<file path="src/rtl/sync_fifo_pkg.sv">
// Shared definitions for the synchronous FIFO: read-mode enum and default
// sizing/threshold constants.
package sync_fifo_pkg;

    // FIFO_FWFT: head of queue is shown combinationally on rd_data.
    // FIFO_REG : rd_data is registered on an accepted read, valid for one cycle.
    typedef enum logic {
        FIFO_FWFT = 1'b0,
        FIFO_REG  = 1'b1
    } fifo_rd_mode_e;

    localparam int unsigned DEF_DSIZE     = 8;
    localparam int unsigned DEF_ASIZE     = 4;
    localparam int unsigned DEF_AEMPTY_TH = 2;

    // Default almost-full threshold: two entries short of full.
    function automatic int unsigned def_afull_th(input int unsigned asize);
        return (32'd1 << asize) - 32'd2;
    endfunction

endpackage

</file>
<file path="src/rtl/fifo_mem_2p.sv">
// Two-port FIFO storage: DEPTH x DSIZE, one synchronous write port and one
// asynchronous read port. Contents are cleared by the asynchronous reset.
// Ports:
//   clk, rst_n   clock, asynchronous active-low reset
//   we           write enable
//   waddr        write address
//   wdata        write data
//   raddr        read address
//   rdata        read data (combinational from raddr)
module fifo_mem_2p #(
    parameter int unsigned DSIZE = 8,
    parameter int unsigned ASIZE = 4
) (
    input  logic             clk,
    input  logic             rst_n,
    input  logic             we,
    input  logic [ASIZE-1:0] waddr,
    input  logic [DSIZE-1:0] wdata,
    input  logic [ASIZE-1:0] raddr,
    output logic [DSIZE-1:0] rdata
);

    localparam int unsigned DEPTH = 32'd1 << ASIZE;

    logic [DSIZE-1:0] mem_q [DEPTH];

    always_ff @(posedge clk or negedge rst_n) begin
        if (!rst_n) begin
            for (int i = 0; i < int'(DEPTH); i++) begin
                mem_q[i] <= '0;
            end
        end else if (we) begin
            mem_q[waddr] <= wdata;
        end
    end

    assign rdata = mem_q[raddr];

endmodule

</file>
<file path="src/rtl/sync_fifo_ext.sv">
// Synchronous FIFO with occupancy count, almost-full/almost-empty flags,
// sticky overflow/underflow flags, synchronous flush and a selectable
// first-word-fall-through or registered read port.
// Ports:
//   clk, rst_n                 clock, asynchronous active-low reset
//   flush                      synchronous clear of pointers and count
//   clr_err                    clears overflow/underflow
//   wr_en, wr_data             write request and data
//   wr_full, wr_almost_full    write-side status
//   rd_en, rd_data, rd_valid   read request, data and data-valid
//   rd_empty, rd_almost_empty  read-side status
//   count                      occupancy, 0..DEPTH
//   overflow, underflow        sticky error flags
module sync_fifo_ext
    import sync_fifo_pkg::*;
#(
    parameter int unsigned   DSIZE     = DEF_DSIZE,
    parameter int unsigned   ASIZE     = DEF_ASIZE,
    parameter int unsigned   AFULL_TH  = def_afull_th(ASIZE),
    parameter int unsigned   AEMPTY_TH = DEF_AEMPTY_TH,
    parameter fifo_rd_mode_e RD_MODE   = FIFO_FWFT
) (
    input  logic             clk,
    input  logic             rst_n,
    input  logic             flush,
    input  logic             clr_err,
    input  logic             wr_en,
    input  logic [DSIZE-1:0] wr_data,
    output logic             wr_full,
    output logic             wr_almost_full,
    input  logic             rd_en,
    output logic [DSIZE-1:0] rd_data,
    output logic             rd_valid,
    output logic             rd_empty,
    output logic             rd_almost_empty,
    output logic [ASIZE:0]   count,
    output logic             overflow,
    output logic             underflow
);

    localparam int unsigned DEPTH = 32'd1 << ASIZE;
    localparam int unsigned CW    = ASIZE + 1;

    localparam logic [ASIZE:0] DepthC  = CW'(DEPTH);
    localparam logic [ASIZE:0] AFullC  = CW'(AFULL_TH);
    localparam logic [ASIZE:0] AEmptyC = CW'(AEMPTY_TH);

    if (AFULL_TH > DEPTH || AEMPTY_TH >= DEPTH) begin : g_bad_threshold
        $error("sync_fifo_ext: AFULL_TH must be <= DEPTH and AEMPTY_TH < DEPTH");
    end

    logic [ASIZE-1:0] wr_ptr_q, rd_ptr_q;
    logic [ASIZE:0]   count_q, count_d;
    logic             overflow_q, underflow_q;
    logic             wr_acc, rd_acc;
    logic             ovf_set, unf_set;
    logic [DSIZE-1:0] mem_rdata;

    // Status flags are a pure function of the registered count.
    always_comb begin
        wr_full         = (count_q == DepthC);
        rd_empty        = (count_q == '0);
        wr_almost_full  = (count_q >= AFullC);
        rd_almost_empty = (count_q <= AEmptyC);
    end

    // A write into a full FIFO is still accepted when a read frees a slot
    // in the same cycle; a read from an empty FIFO is never accepted.
    assign rd_acc  = rd_en && !rd_empty && !flush;
    assign wr_acc  = wr_en && (!wr_full || rd_acc) && !flush;
    assign ovf_set = wr_en && !wr_acc && !flush;
    assign unf_set = rd_en && !rd_acc && !flush;
    assign count_d = count_q + CW'(wr_acc) - CW'(rd_acc);

    always_ff @(posedge clk or negedge rst_n) begin
        if (!rst_n) begin
            wr_ptr_q <= '0;
            rd_ptr_q <= '0;
            count_q  <= '0;
        end else if (flush) begin
            wr_ptr_q <= '0;
            rd_ptr_q <= '0;
            count_q  <= '0;
        end else begin
            if (wr_acc) wr_ptr_q <= wr_ptr_q + ASIZE'(1);
            if (rd_acc) rd_ptr_q <= rd_ptr_q + ASIZE'(1);
            count_q <= count_d;
        end
    end

    // Sticky errors: a new error in the same cycle as a clear wins.
    always_ff @(posedge clk or negedge rst_n) begin
        if (!rst_n) begin
            overflow_q  <= 1'b0;
            underflow_q <= 1'b0;
        end else begin
            if (ovf_set)               overflow_q <= 1'b1;
            else if (clr_err || flush) overflow_q <= 1'b0;
            if (unf_set)               underflow_q <= 1'b1;
            else if (clr_err || flush) underflow_q <= 1'b0;
        end
    end

    fifo_mem_2p #(
        .DSIZE (DSIZE),
        .ASIZE (ASIZE)
    ) u_mem (
        .clk   (clk),
        .rst_n (rst_n),
        .we    (wr_acc),
        .waddr (wr_ptr_q),
        .wdata (wr_data),
        .raddr (rd_ptr_q),
        .rdata (mem_rdata)
    );

    if (RD_MODE == FIFO_REG) begin : g_reg_read
        logic [DSIZE-1:0] rd_data_q;
        logic             rd_valid_q;

        // rd_valid is a one-cycle strobe following each accepted read;
        // rd_data keeps the last popped word until the next one.
        always_ff @(posedge clk or negedge rst_n) begin
            if (!rst_n) begin
                rd_data_q  <= '0;
                rd_valid_q <= 1'b0;
            end else begin
                rd_valid_q <= rd_acc;
                if (rd_acc) rd_data_q <= mem_rdata;
            end
        end

        assign rd_data  = rd_data_q;
        assign rd_valid = rd_valid_q;
    end else begin : g_fwft_read
        assign rd_data  = mem_rdata;
        assign rd_valid = !rd_empty;
    end

    assign count     = count_q;
    assign overflow  = overflow_q;
    assign underflow = underflow_q;

endmodule

</file>
<file path="config.mk">
export PLATFORM = sky130hd
export DESIGN_NAME = sync_fifo_ext
export DESIGN_NICKNAME = d
export VERILOG_FILES = /design/src/rtl/sync_fifo_pkg.sv /design/src/rtl/fifo_mem_2p.sv /design/src/rtl/sync_fifo_ext.sv
export SDC_FILE = /design/constraint.sdc
export NUM_CORES = 1
export LEC_CHECK = 0
export CORE_MARGIN = 4
export CORE_UTILIZATION = 60
export CTS_CLUSTER_SIZE = 16
export DETAILED_ROUTE_END_ITERATION = 8
export GPL_ROUTABILITY_DRIVEN = 0
export GPL_TIMING_DRIVEN = 0
export HOLD_SLACK_MARGIN = 0.12
export PLACE_DENSITY = 0.79
export SLEW_MARGIN = 40
export SYNTH_ARGS = -nofsm -noshare
export SYNTH_HDL_FRONTEND = slang
export SYNTH_SLANG_ARGS = --single-unit
export TNS_END_PERCENT = 10
</file>
<file path="constraint.sdc">
create_clock -name clk -period 4 [get_ports clk]
set_input_delay 1.2 -clock clk [delete_from_list [all_inputs] [get_ports clk]]
set_output_delay 1.2 -clock clk [all_outputs]
set_load 0.02 [all_outputs]
</file>
==> results of run 1 <==
## layout make-up
cell class,instances,share of cell area
Clock inverter,13,0.0172
Timing Repair Buffer,34,0.0462
Buffer,38,0.0225
Tap cell,143,0.0220
Clock buffer,19,0.0545
Sequential cell,143,0.440
Multi-Input combinational cell,314,0.390
Inverter,15,0.00708
## sequential cells by signal, indices dropped and copies added (netlist names)
signal,flops
rd_ptr_q,4
wr_ptr_q,4
underflow,1
count,5
overflow,1
u_mem.mem_q,128
## power breakdown
| group | leakage (nW) | switching (mW) | internal [mW] |
|---|---|---|---|
| combinational | 1.69 | 0.739 | 0.711 |
| clock | 0.275 | 0.618 | 0.933 |
| sequential | 1.94 | 0.122 | 1.65 |
## timing repair
| action | in CTS | in global routing |
|---|---|---|
| setup endpoints to repair | 8 | 6 |
| hold buffers | 0 | 0 |
| resized for setup | 14 | 6 |
| pin swaps | 0 | 0 |
## synthesized netlist by cell type (all sizes together), types with 2 or more instances
| master | instances |
|---|---|
| a21o | 2 |
| a21oi | 8 |
| a221oi | 16 |
| a22oi | 9 |
| and3 | 12 |
| buf | 24 |
| clkbuf | 14 |
| dfrtp | 143 |
| ha | 16 |
| inv | 14 |
| mux2 | 128 |
| mux2i | 33 |
| mux4 | 16 |
| nand2 | 14 |
| nand2b | 3 |
| nand3 | 3 |
| nor2 | 14 |
| nor2b | 5 |
| nor3 | 4 |
| o21ai | 10 |
| o21bai | 2 |
| xnor2 | 5 |
| xor2 | 3 |
## logic make-up (layout without fill, tap and decap cells)
| kind of cell | count (synthesis) | after routing |
|---|---|---|
| flops | 143 | 143 |
| fa+ha+maj | 17 | 17 |
| compound gates | 51 | 51 |
| mux | 177 | 177 |
| simple gates | 61 | 61 |
| buf+inv | 53 | 119 |
| xor+xnor | 8 | 8 |
## layer usage
| layer | wire, um | vias up | GRT usage |
|---|---|---|---|
| met3 | 897 | 38 | 0.0642 |
| met5 | 0 | - | 0 |
| met4 | 458 | 0 | 0.123 |
| li1 | - | 1968 | - |
| met2 | 7850 | 141 | 0.412 |
| met1 | 6660 | 2296 | 0.333 |
## worst min-delay path by stage
stage / start / endpoint / slack, ps / cells past startpoint
after global routing: u_mem.mem_q[106] / u_mem.mem_q[106] / 510 / 1
after CTS: u_mem.mem_q[96] / u_mem.mem_q[96] / 500 / 1
after floorplan: u_mem.mem_q[58] / u_mem.mem_q[58] / 450 / 1
final: u_mem.mem_q[96] / u_mem.mem_q[96] / 500 / 1
after global placement: u_mem.mem_q[58] / u_mem.mem_q[58] / 470 / 1
after detailed placement: u_mem.mem_q[100] / u_mem.mem_q[100] / 490 / 1
==> results.py, run 1 <==
metrics = {
    "setup_path": {
        "critPathMostFrequentCell": "inv_1",
        "crit_end": "rd_empty",
        "cp_cell_sequence": "inv_1, ha_1, or4b_2, clkbuf_1, inv_1, clkdlybuf4s50_1",
        "crit_cells": 6,
        "r2r_slack_ps": 690,
        "cp-startpoint": "count[2]",
        "start_kind": "flip-flop",
        "path_buf_inv": 4,
        "reg2reg_depth": 15,
        "cp_slowest_cell": "clkdlybuf4s50_1",
        "path_max_fanout": 6,
        "worst_ep_arrival_time_ps": 2650,
        "r2r-start": "count[2]",
        "crit_family": "buffers and inverters",
        "worstPathRequired_ps": 2800,
        "path_class": "reg2out",
        "r2r_end": "count[4]",
        "endpoint_kind": "primary output",
        "crit_path_max_incr_delay_ps": 620,
    },
    "logic_synthesis": {
        "synthArstFlopShare": 1.00,
        "synth_xor_area_frac": 0.0101,
        "synth_fa_ha_area_frac": 0.0317,
        "synth_area_um2": 6950,
        "synth_fp_nets": 541,
        "synth_edf_count": 0,
        "ys_warn_count": 0,
        "syn-mean-instance-area_um2": 13.6,
        "yosysTopAreaCell": "dfrtp_1",
        "synth.top_cell.area_share": 0.515,
        "synth_top_family_by_area": "multiplexers",
        "synth_compound_area_frac": 0.0517,
        "synthSimpleGateAreaFrac": 0.0515,
        "ys.flop_type": "dfrtp_1",
        "ys_seq_area_frac": 0.515,
        "yosys-top-cells-area": "dfrtp_1 (52%), mux2_2 (21%), mux4_2 (5.2%), mux2i_1 (4.8%), ha_1 (2.9%)",
        "netlist_instances": 510,
        "synth_seq_cells": 143,
        "yosysUniqueCellTypes": 39,
        "synth_mux_area_frac": 0.307,
    },
    "clock_tree": {
        "cts_made_buffers": 17,
        "worstSkewPairLatency_ps": 430,
        "clock_path_buffers": 2,
        "cts.htree.levels": 4,
        "cts_setup_buffers": 0,
        "tritoncts": "done",
        "cts_root_buffer": "clkbuf_16",
        "numClockSinks": 143,
        "cts.reportedPaths.clkPinSlew_ps": 60,
    },
    "sta": {
        "fin_crit_ps": 3850,
        "fin_crit_sh": 0.963,
        "finalSetupTns_ps": 0,
        "slew_viol_final": 0,
        "finalSetupViolations": 0,
        "rsz0062_at_grt": "no",
        "whs_ps": 500,
        "fin_skew_ps": 9.41,
        "worst_slack_ps": 149,
        "max-slew-margin-rel": 0.534,
        "finalHoldViolCount": 0,
        "fmax_mhz": 260,
        "worstMarginPinSlew_ps": 696,
    },
    "grt": {
        "grt_max_degree": 75,
        "grt_overflow_total": 0,
        "antenna_found_initial": 0,
        "grt.total_usage": 0.258,
        "first_global_vias": 4678,
        "grt_first_pass_wirelength_um": 25300,
    },
    "placed_design": {
        "pre_cts_ws_ps": -52.1,
        "dp_cells": 687,
        "place_area_um2": 7490,
        "dp_hpwl_um": 10400,
        "port_buffers": 33,
    },
    "die": {
        "die_height_um": 116,
        "die-area_um2": 13400,
        "placementRows": 39,
        "die_w_um": 116,
        "initial_core_util": 0.611,
        "ios": 34,
        "coreArea_um2": 11400,
    },
    "detailed_routing": {
        "viasPerCell": 6.18,
        "ant_nets": 0,
        "routed_wl_um": 15900,
        "drt_iter0_drc": 321,
        "dr.pass1.iters": 4,
        "drcViolationCount": 0,
        "vias": 4443,
        "wl_per_cell_um": 22.1,
    },
    "cells_and_area": {
        "stdcell_count": 719,
        "mostFrequentLayoutCells": "dfrtp_1 (143), mux2_2 (127), mux2i_1 (33)",
        "final_util": 0.715,
        "layout.nets": 594,
        "fillerInstances": 774,
        "ff_latch_area_um2": 3580,
        "diodes": 0,
        "stdcell_area_um2": 8130,
        "drive_gt1_frac": 0.373,
        "syn_to_final_growth_pct": 17.0,
        "multi_input_area_um2": 3170,
        "final_common_cell": "dfrtp_1",
    },
    "pwr": {
        "powerDensity_nw_per_um2": 587,
        "p_leak_nw": 3.91,
        "report.power.total_mw": 4.77,
        "ir_drop_v": 0.000455,
    },
    "job": {
        "max_cap_viol_count": 0,
    },
    "run_status": {
        "outcome": "finished clean",
    },
    "hold_path": {
        "hold_path_class": "reg2reg",
    },
}
Note: power is estimated with default switching activity, not from simulation.
==> inputs of run 2 (changes only) <==
GPL_TIMING_DRIVEN = default   (was 0)
==> results.py, run 2 (synthesis gave the netlist of run 1 again) <==
metrics = {
    "detailed_routing": {
        "viasPerCell": 6.12,
        "wl_per_cell_um": 20.9,
        "drt_iter0_drc": 311,
        "ant_nets": 0,
        "dr.pass1.iters": 4,
        "drcViolationCount": 0,
        "routed_wl_um": 14400,
        "vias": 4224,
    },
    "clock_tree": {
        "clock_path_buffers": 2,
        "numClockSinks": 143,
        "cts.htree.levels": 4,
        "worstSkewPairLatency_ps": 420,
        "cts_setup_buffers": 0,
        "tritoncts": "done",
        "cts.reportedPaths.clkPinSlew_ps": 60,
        "holdBufCountCts": 0,
        "cts_root_buffer": "clkbuf_16",
        "cts_made_buffers": 17,
        "ctsResizeCount": 0,
    },
    "sta": {
        "finalHoldViolCount": 0,
        "finalSetupViolations": 0,
        "fin_crit_ps": 3930,
        "worstMarginPinSlew_ps": 722,
        "fin_crit_sh": 0.982,
        "max-slew-margin-rel": 0.518,
        "fin_skew_ps": 5.62,
        "rsz0062_at_grt": "yes",
        "slew_viol_final": 0,
        "fmax_mhz": 255,
    },
    "die": {
        "coreArea_um2": 11400,
        "die_height_um": 116,
        "die_w_um": 116,
        "placementRows": 39,
        "initial_core_util": 0.611,
        "ios": 34,
        "die-area_um2": 13400,
    },
    "cells_and_area": {
        "top_register": "u_mem.mem_q",
        "syn_to_final_growth_pct": 15.3,
        "drive_gt1_frac": 0.355,
        "diodes": 0,
        "layout.nets": 565,
        "stdcell_count": 690,
        "largest_reg_flops": 128,
        "final_common_cell": "dfrtp_1",
        "mostFrequentLayoutCells": "dfrtp_1 (142), mux2_2 (127), mux2i_1 (33)",
    },
    "placed_design": {
        "dp_hpwl_um": 9640,
        "port_buffers": 33,
        "dp_cells": 658,
    },
    "grt": {
        "grt_overflow_total": 0,
        "grt_max_degree": 78,
        "first_global_vias": 4514,
        "antenna_found_initial": 0,
        "grt_first_pass_wirelength_um": 24200,
        "grt.total_usage": 0.240,
    },
    "pwr": {
        "powerDensity_nw_per_um2": 605,
        "p_leak_nw": 3.73,
        "report.power.total_mw": 4.84,
        "ir_drop_v": 0.000407,
    },
    "setup_path": {
        "path_class": "reg2out",
        "worstPathRequired_ps": 2800,
        "start_kind": "flip-flop",
        "worst_ep_arrival_time_ps": 2730,
        "endpoint_kind": "primary output",
        "path_max_fanout": 12,
    },
    "hold_path": {
        "hold_path_class": "reg2reg",
    },
    "run_status": {
        "outcome": "finished clean",
    },
    "job": {
        "max_cap_viol_count": 0,
    },
}
-- run 2: cell count changes in the layout (fill, tap and decap cells not counted), moves of 5 or more --
| cell | delta |
|---|---|
| clkbuf_1 | -9 |
| buf_2 | -20 |
| clkdlybuf4s50_1 | +8 |
| buf_4 | +5 |
| dlymetal6s2s_1 | -6 |
-- run 2: critical path: stages, from the launching register on --
cell and delay [ps]:
dfrtp_1 460, and2_1 280, buf_4 220, a221oi_1 410
a22oi_1 180, nand2_1 140, clkdlybuf4s50_1 620
-- run 2: power by group --
| group | total, mW | switching (mW) | internal [mW] |
|---|---|---|---|
| Combinational | 1.44 | 0.720 | 0.725 |
| Sequential | 1.78 | 0.133 | 1.65 |
| Clock | 1.62 | 0.588 | 1.03 |
| Total | 4.84 | 1.44 | 3.40 |
-- run 2: final timing paths --
check	startpoint	endpoint	slack, ps	cells past startpoint
min	u_mem.mem_q[46]	u_mem.mem_q[46]	500	1
max in group asynchronous	rst_n	u_mem.mem_q[90]	2400	2
max	rd_ptr_q[1]	rd_data[0]	70	6
max reg2reg	count[2]	count[4]	760	14
min reg2reg	u_mem.mem_q[46]	u_mem.mem_q[46]	500	1
min in group asynchronous	rst_n	u_mem.mem_q[69]	820	1
-- run 2: cell type report --
cell class	count	area, um2
timing repair buffer	43	432
tap	143	179
multi-input combinational	314	3150
sequential	143	3580
fill	762	3360
clock buffer	23	478
clock inverter	9	131
inverter	15	60.1
-- run 2: layer usage --
layer | part of all wire | global-route usage
met5 | 0 | 0
met4 | 0.023 | 0.0900
met3 | 0.034 | 0.0517
met2 | 0.47 | 0.368
met1 | 0.47 | 0.341
-- run 2: per-stage QoR --
| stage | setup TNS (ps) | setup WS, ps | hold WS [ps] | instance area [um2] | utilization |
|---|---|---|---|---|---|
| 2_1_floorplan | 0 | 677 | 453 | 6950 | - |
| 3_3_place_gp | 0 | 224 | 467 | 7390 | 0.650 |
| 3_5_place_dp | 0 | 146 | 476 | 7390 | 0.650 |
| 4_1_cts | 0 | 106 | 505 | 8000 | 0.703 |
| 5_1_grt | -23.0 | -23.0 | 517 | 8010 | 0.704 |
| 6_report | 0 | 72.0 | 503 | 8010 | 0.704 |
